### src/rtl/pc_fetch_pkg.sv
// Shared definitions for the PC/fetch sequencer: next-PC select encodings
// (also used by the decoder) and the fetch FSM state encoding.
package pc_fetch_pkg;

    localparam logic [1:0] PRS_SEQ = 2'b00;
    localparam logic [1:0] PRS_BR  = 2'b01;
    localparam logic [1:0] PRS_JR  = 2'b10;
    localparam logic [1:0] PRS_J   = 2'b11;

    typedef enum logic [1:0] {
        ST_BOOT  = 2'd0,
        ST_FETCH = 2'd1,
        ST_EXEC  = 2'd2
    } fetch_state_t;

    // Branch offset: sign-extended word offset, already scaled to bytes.
    function automatic logic [31:0] br_offset(input logic [15:0] imm);
        return {{14{imm[15]}}, imm, 2'b00};
    endfunction

endpackage

### src/rtl/pc_next_calc.sv
// Combinational next-PC and link-value generation, selected by prsource.
module pc_next_calc
    import pc_fetch_pkg::*;
(
    input  logic [31:0] pc,
    input  logic [1:0]  prsource,
    input  logic [15:0] imm,
    input  logic [25:0] addr26,
    input  logic [31:0] ra_val,
    output logic [31:0] pc_plus4,
    output logic [31:0] next_pc
);

    assign pc_plus4 = pc + 32'd4;

    always_comb begin
        next_pc = pc_plus4;
        unique case (prsource)
            PRS_SEQ: next_pc = pc_plus4;
            PRS_BR:  next_pc = pc_plus4 + br_offset(imm);
            PRS_JR:  next_pc = ra_val;
            PRS_J:   next_pc = {pc_plus4[31:28], addr26, 2'b00};
            default: next_pc = pc_plus4;
        endcase
    end

endmodule

### src/rtl/pc_fetch.sv
// Program counter and instruction-fetch sequencer (BOOT -> FETCH -> EXEC).
// Optional target alignment check enabled by defining PC_FETCH_ALIGN_CHECK_EN.
module pc_fetch
    import pc_fetch_pkg::*;
#(
    parameter logic [31:0] RESET_PC = 32'h0000_0000
) (
    input  logic        clk,
    input  logic        rst_n,
    input  logic [1:0]  prsource,
    input  logic [15:0] imm,
    input  logic [25:0] addr26,
    input  logic [31:0] ra_val,
    input  logic        advance,
    output logic        imem_req,
    output logic [31:0] imem_addr,
    input  logic        imem_ack,
    input  logic [31:0] imem_rdata,
    output logic [31:0] instr,
    output logic        instr_valid,
    output logic [31:0] pc,
    output logic [31:0] pc_plus4,
    output logic [31:0] retired,
    output logic        misalign,
    output logic [1:0]  fsm_state
);

    fetch_state_t state;
    logic [31:0]  next_pc;
    logic [31:0]  pc_load;
    logic         target_misaligned;

    pc_next_calc u_next (
        .pc       (pc),
        .prsource (prsource),
        .imm      (imm),
        .addr26   (addr26),
        .ra_val   (ra_val),
        .pc_plus4 (pc_plus4),
        .next_pc  (next_pc)
    );

`ifdef PC_FETCH_ALIGN_CHECK_EN
    assign target_misaligned = (next_pc[1:0] != 2'b00);
    assign pc_load           = {next_pc[31:2], 2'b00};
`else
    assign target_misaligned = 1'b0;
    assign pc_load           = next_pc;
`endif

    always_ff @(posedge clk or negedge rst_n) begin
        if (!rst_n) begin
            state    <= ST_BOOT;
            pc       <= RESET_PC;
            instr    <= '0;
            retired  <= '0;
            misalign <= 1'b0;
        end else begin
            unique case (state)
                ST_BOOT: state <= ST_FETCH;
                ST_FETCH: begin
                    if (imem_ack) begin
                        instr <= imem_rdata;
                        state <= ST_EXEC;
                    end
                end
                ST_EXEC: begin
                    if (advance) begin
                        pc      <= pc_load;
                        retired <= retired + 32'd1;
                        if (target_misaligned) misalign <= 1'b1;
                        state   <= ST_FETCH;
                    end
                end
                default: state <= ST_BOOT;
            endcase
        end
    end

    // Decoded from the state register so the request drops with async reset.
    assign imem_req    = (state == ST_FETCH);
    assign instr_valid = (state == ST_EXEC);
    assign imem_addr   = pc;
    assign fsm_state   = state;

endmodule

### config.mk
export PLATFORM = sky130hd
export DESIGN_NAME = pc_fetch
export DESIGN_NICKNAME = d
export VERILOG_FILES = /design/src/rtl/pc_fetch_pkg.sv /design/src/rtl/pc_next_calc.sv /design/src/rtl/pc_fetch.sv
export SDC_FILE = /design/constraint.sdc
export NUM_CORES = 1
export LEC_CHECK = 0
export ABC_AREA = 1
export CORE_MARGIN = 2
export CORE_UTILIZATION = 37
export CTS_BUF_LIST = sky130_fd_sc_hd__clkbuf_2
export DETAILED_ROUTE_END_ITERATION = 8
export PLACE_DENSITY = 0.78
export SLEW_MARGIN = 20
export SYNTH_ARGS = -nofsm -noshare
export SYNTH_HDL_FRONTEND = slang
export SYNTH_SLANG_ARGS = --single-unit
### constraint.sdc
create_clock -name clk -period 4.19 [get_ports clk]
set_input_delay 0.838 -clock clk [delete_from_list [all_inputs] [get_ports clk]]
set_output_delay 0.838 -clock clk [all_outputs]
set_load 0.05 [all_outputs]
-- Yosys cells after proc, flatten, opt, wreduce, memory -nomap -nowiden
Index checks and enable logic that the tools add are counted.
- add/sub/neg operators: 3
- equality and inequality tests: 7
- muxes and demuxes: 4
- reductions and logical operators: 5
- operators by type and width (cell ; count):
    case mux 32 bit (4 select lines) ; 1
    adder 32 x 1 -> 32 bit (second input constant) ; 1
    adder 32 x 3 -> 32 bit (second input constant) ; 1
    adder 32 bit ; 1
    == test 2 bit (second input constant) ; 3
    case mux 2 bit (3 select lines) ; 1
    AND reduction 2 bit ; 3
    == test 2 x 1 -> 1 bit (second input constant) ; 2
    logical NOT 2 bit ; 2
    two-way mux 2 bit ; 2
    != test 2 x 1 -> 1 bit (second input constant) ; 1
    != test 2 bit (second input constant) ; 1
- flip-flop bits (word level): 98
- word-level logic and storage cells: 23

-- Depth between registers and ports, before layout
- depth after elaboration: 3
- mapped depth: 24

-- Cells and area by module
Synthesis repeated with hierarchy kept, for this count alone.
- cells, all modules: 1187
- area, all modules: 8167.8 µm²
- modules (own cells, without submodules) (module ; instances ; cells each ; area an instance (µm²) ; seq. area each (µm²)):
    pc_fetch ; 1 ; 475 ; 4561.9 ; 2452.4
    pc_next_calc ; 1 ; 712 ; 3606.0 ; 0.0

-- Worst setup path after synthesis
No wires, ideal clock.
- path type: reg-to-reg
- start point: reg pc[3], in the netlist imem_addr[3]
- end point: reg pc[31], in the netlist imem_addr[31]
- library setup time: 118 ps
- data arrival time: 3756 ps
- required time: 4072 ps
- slack: 316 ps
- stages on the path, launching flop included: 22
- path through: dfrtp_1 -> ha_1 -> nand2_1 -> nor2_2 -> nand2_1 -> nor2_2 -> nand4_1 -> nor2_1 -> xor2_1 -> ha_1 -> a21oi_1 -> nand2_1 -> nand2_1 -> nand2_1 -> nand2_1 -> nand2_1 -> a21oi_1 -> nand2_1 -> nand3_1 -> nand2_1 -> nand2_1 -> nand2_1
- word-level cells in the longest chain between the ends: 3
- RTL lines (what ; RTL line ; RTL):
    start: declaration ; pc_fetch.sv:21 ; output logic [31:0] pc,
    start signal: assignment ; pc_fetch.sv:69 ; pc <= pc_load;
    adder 32 x 3 -> 32 bit ; pc_next_calc.sv:14 ; assign pc_plus4 = pc + 32'd4;
    named net pc_plus4[18] ; pc_fetch.sv:22 ; output logic [31:0] pc_plus4,
    adder 32 bit ; pc_next_calc.sv:20 ; PRS_BR: next_pc = pc_plus4 + br_offset(imm);
    case mux 32 bit (4 select lines) ; pc_next_calc.sv:18 ; unique case (prsource)
The timed path passes the listed nets, and every way through them passes these cells.
A chain may end at the register's enable or synchronous reset.

-- Worst setup path after layout
- start point: reg pc[6], in the netlist imem_addr[6]
- end point: out pc_plus4[23]
- word-level cells in the longest chain between the ends: 1
- RTL lines (what ; RTL line):
    adder 32 x 3 -> 32 bit ; pc_next_calc.sv:14
    end: declaration ; pc_fetch.sv:22
No other way between the ends.

==> results.json <==
{
  "synth_top_area_share_pct": 31.1,
  "synthTopCellsByArea": "dfrtp_1, nand2_1, inv_1",
  "nFillCells": 2080,
  "crit_required_ns": 3.35,
  "synth_edf_count": 0,
  "setup_viol_count_final": 0,
  "avgSynthCellArea_um2": 6.90,
  "max_freq_mhz": 256,
  "slew_violations": 0,
  "htree_levels": 3,
  "drt-initial-drc-count": 676,
  "min_period_ns": 3.90,
  "worst_pin_slew_ns": 0.609,
  "antenna_found_initial": 0,
  "async_flop_share_pct": 100,
  "crit_start": "imem_addr[6]",
  "yosys-top-cells-count": "nand2_1, inv_1, dfrtp_1",
  "holdCritPathClass": "in -> async",
  "rr_startpoint": "imem_addr[7]",
  "yosysUniqueCellTypes": 40,
  "synth_top_area_cell": "dfrtp_1",
  "status": "completed",
  "grt_pass1_wl_mm": 43.9,
  "worstSetupPathType": "reg -> out",
  "drc": 0,
  "crit_chain": "nand2_1 -> nor2_2 -> nand3_1 -> nor2_1 -> xnor2_1 -> inv_1 -> clkdlybuf4s50_1",
  "critPathTopFamily": "buffers and inverters",
  "path_buf_inv": 2,
  "worstReg2RegEnd": "imem_addr[26]",
  "period_share_pct": 93.1,
  "area_growth_syn_to_layout_pct": 38.0,
  "synth_xor_area_share_pct": 6.12,
  "syn_area_mm2": 0.00788,
  "place_congestion": 0.929,
  "diodes": 0,
  "rsz0062_at_grt": "no",
  "cts-root-buf": "clkbuf_2",
  "switchingPower_w": 0.00499,
  "p_sw_share_pct": 59.8,
  "finClkSkew_ns": 0.0179,
  "seqPwrFrac_pct": 20.1,
  "synth_cells": 1142,
  "startpoint_type": "flip-flop",
  "wl_per_cell_um": 17.1,
  "clockBufferDepth": 2,
  "coreArea_mm2": 0.0210,
  "whs_ns": 0.134,
  "grt_pass1_vias": 8115,
  "yosys.area_share.adder_pct": 5.81,
  "die-area_mm2": 0.0225,
  "start_util_pct": 37.6,
  "cp-endpoint": "pc_plus4[23]",
  "layout_setup_ws_ns": 0.289,
  "place_hpwl_mm": 23.0,
  "wirelength_mm": 28.5,
  "drive_gt1_share_pct": 6.39,
  "setup_tns_ns": 0,
  "cts_made_buffers": 9,
  "grt_max_degree": 45,
  "nets": 1536,
  "cpPeakStageDelay_ns": 0.84,
  "ff_latch_area_mm2": 0.00245,
  "ff2ff_setup_slack_ns": 0.70,
  "slew_headroom_pct": 59.3,
  "die-height_um": 150,
  "clock_power_share_pct": 5.5,
  "grt_overflow_total": 0,
  "cts_tree": "yes",
  "clk_latency_ns": 0.57,
  "vias_per_cell": 5.11,
  "ant_nets": 0,
  "p_leak_nw": 5.39,
  "fin_util_pct": 51.9,
  "pre_cts_slack_ns": 0.700,
  "fp-row-count": 53,
  "comb_power_share_pct": 74.4,
  "ir_drop_mv": 0.625,
  "synth.yosys.warnings": 0,
  "io_buffers": 275,
  "powerDensity_mw_per_mm2": 767,
  "end_kind": "primary output",
  "syn_nets": 1290,
  "synth_top_family_by_area": "simple AND/OR/NAND/NOR gates",
  "multi_input_comb_area_mm2": 0.00452,
  "drtPass1Iterations": 5,
  "internal_power_w": 0.00335,
  "synthSimpleGateAreaFrac_pct": 31.8,
  "ys_seq_area_share_pct": 31.1,
  "crit_cells": 7,
  "crit_fanout": 7,
  "max-cap-violations": 0,
  "path_clk_slew_ns": 0.30,
  "cts_hold_buf": 0,
  "reg2reg_depth": 17,
  "synth.area.mux_share_pct": 4.58,
  "synth_seq_cells": 98,
  "critPathSlowestCell": "clkdlybuf4s50_1",
  "vias": 8525,
  "cp.arrival_ns": 3.06,
  "ys.flop_type": "dfrtp_1",
  "pin_count": 277,
  "die_w_um": 150,
  "final-hold-violation-count": 0,
  "cts_sinks": 98,
  "grtUsageTotal_pct": 25.1,
  "synth-compound-area-share_pct": 9.02,
  "yosysMostFrequentCell": "nand2_1"
}
registers in the layout, indices dropped and copies added, names as in the netlist:
signal / count
fsm_state: 2
imem_addr: 32
instr: 32
retired: 32
routing by layer:
metal  share of wire, %  up-vias  wire length (um)  GRT usage, %
met5                  0        -                 0             0
met4                2.8        0               787          7.26
met3                8.7       51              2490          4.39
met2                 46      400             13100          40.0
met1                 43     3925             12100          34.8
li1                   -     4149                 -             -
timing repair:
action,in CTS,in global routing
setup buffers,0,0
resized for setup,1,14
cloned,0,0
setup endpoints to repair,1,13
final cells by class:
type | instances | area share [%]
timing repair buffer | 290 | 26.6
tap | 275 | 3.16
inverter | 151 | 5.21
multi-input combinational | 838 | 41.5
clock buffer | 9 | 0.414
sequential | 98 | 22.6
clock inverter | 7 | 0.552
logic make-up (layout without fill, tap and decap cells):
kind of cell,count (synthesis),after routing
AO/OA/AOI/OAI,128,128
XOR/XNOR,55,55
adder cells (fa/ha/maj),36,36
buffers and inverters,206,457
flip-flops,98,98
multiplexers,32,32
other,1,1
AND/OR/NAND/NOR,586,586
power groups by stage:
stage	sequential, W	combinational, W	clock [W]
finish	0.00168	0.00621	0.000458
global placement	0.00168	0.00613	0
CTS	0.00168	0.00619	0.000482
floorplan	0.00273	0.00319	0
detailed placement	0.00170	0.00617	0
global route	0.00174	0.00662	0.000518
worst min path at each step:
stage,from,to,slack (ns),cells after the start
6_report,rst_n,retired[16],0.13,1
2_1_floorplan,rst_n,fsm_state[0],0.54,0
4_1_cts,rst_n,retired[17],0.09,1
5_1_grt,rst_n,retired[11],0.06,1
3_3_place_gp,retired[31],retired[31],0.46,1
3_5_place_dp,retired[31],retired[31],0.47,1
cell usage in the layout, fill, tap and decap left out, types with 22 or more instances in the layout:
| cell | n |
|---|---|
| o21ai_0 | 48 |
| xnor2_1 | 22 |
| a21oi_1 | 55 |
| ha_1 | 35 |
| nor2_1 | 82 |
| xor2_1 | 33 |
| mux2_2 | 32 |
| dfrtp_1 | 98 |
| clkdlybuf4s50_1 | 261 |
| nand4_1 | 22 |
| nand2_1 | 359 |
| nand3_1 | 71 |
| inv_1 | 148 |
through the flow:
| step | instance area [um^2] | std cells | total power [W] |
|---|---|---|---|
| after floorplan | 7880 | 1142 | 0.00593 |
| after global placement | 10700 | 1652 | 0.00781 |
| after detailed placement | 10700 | 1652 | 0.00787 |
| after CTS | 10800 | 1668 | 0.00836 |
| after global routing | 10900 | 1668 | 0.00887 |
| final | 10900 | 1668 | 0.00834 |
No activity file was read; power rests on OpenSTA's default activity.
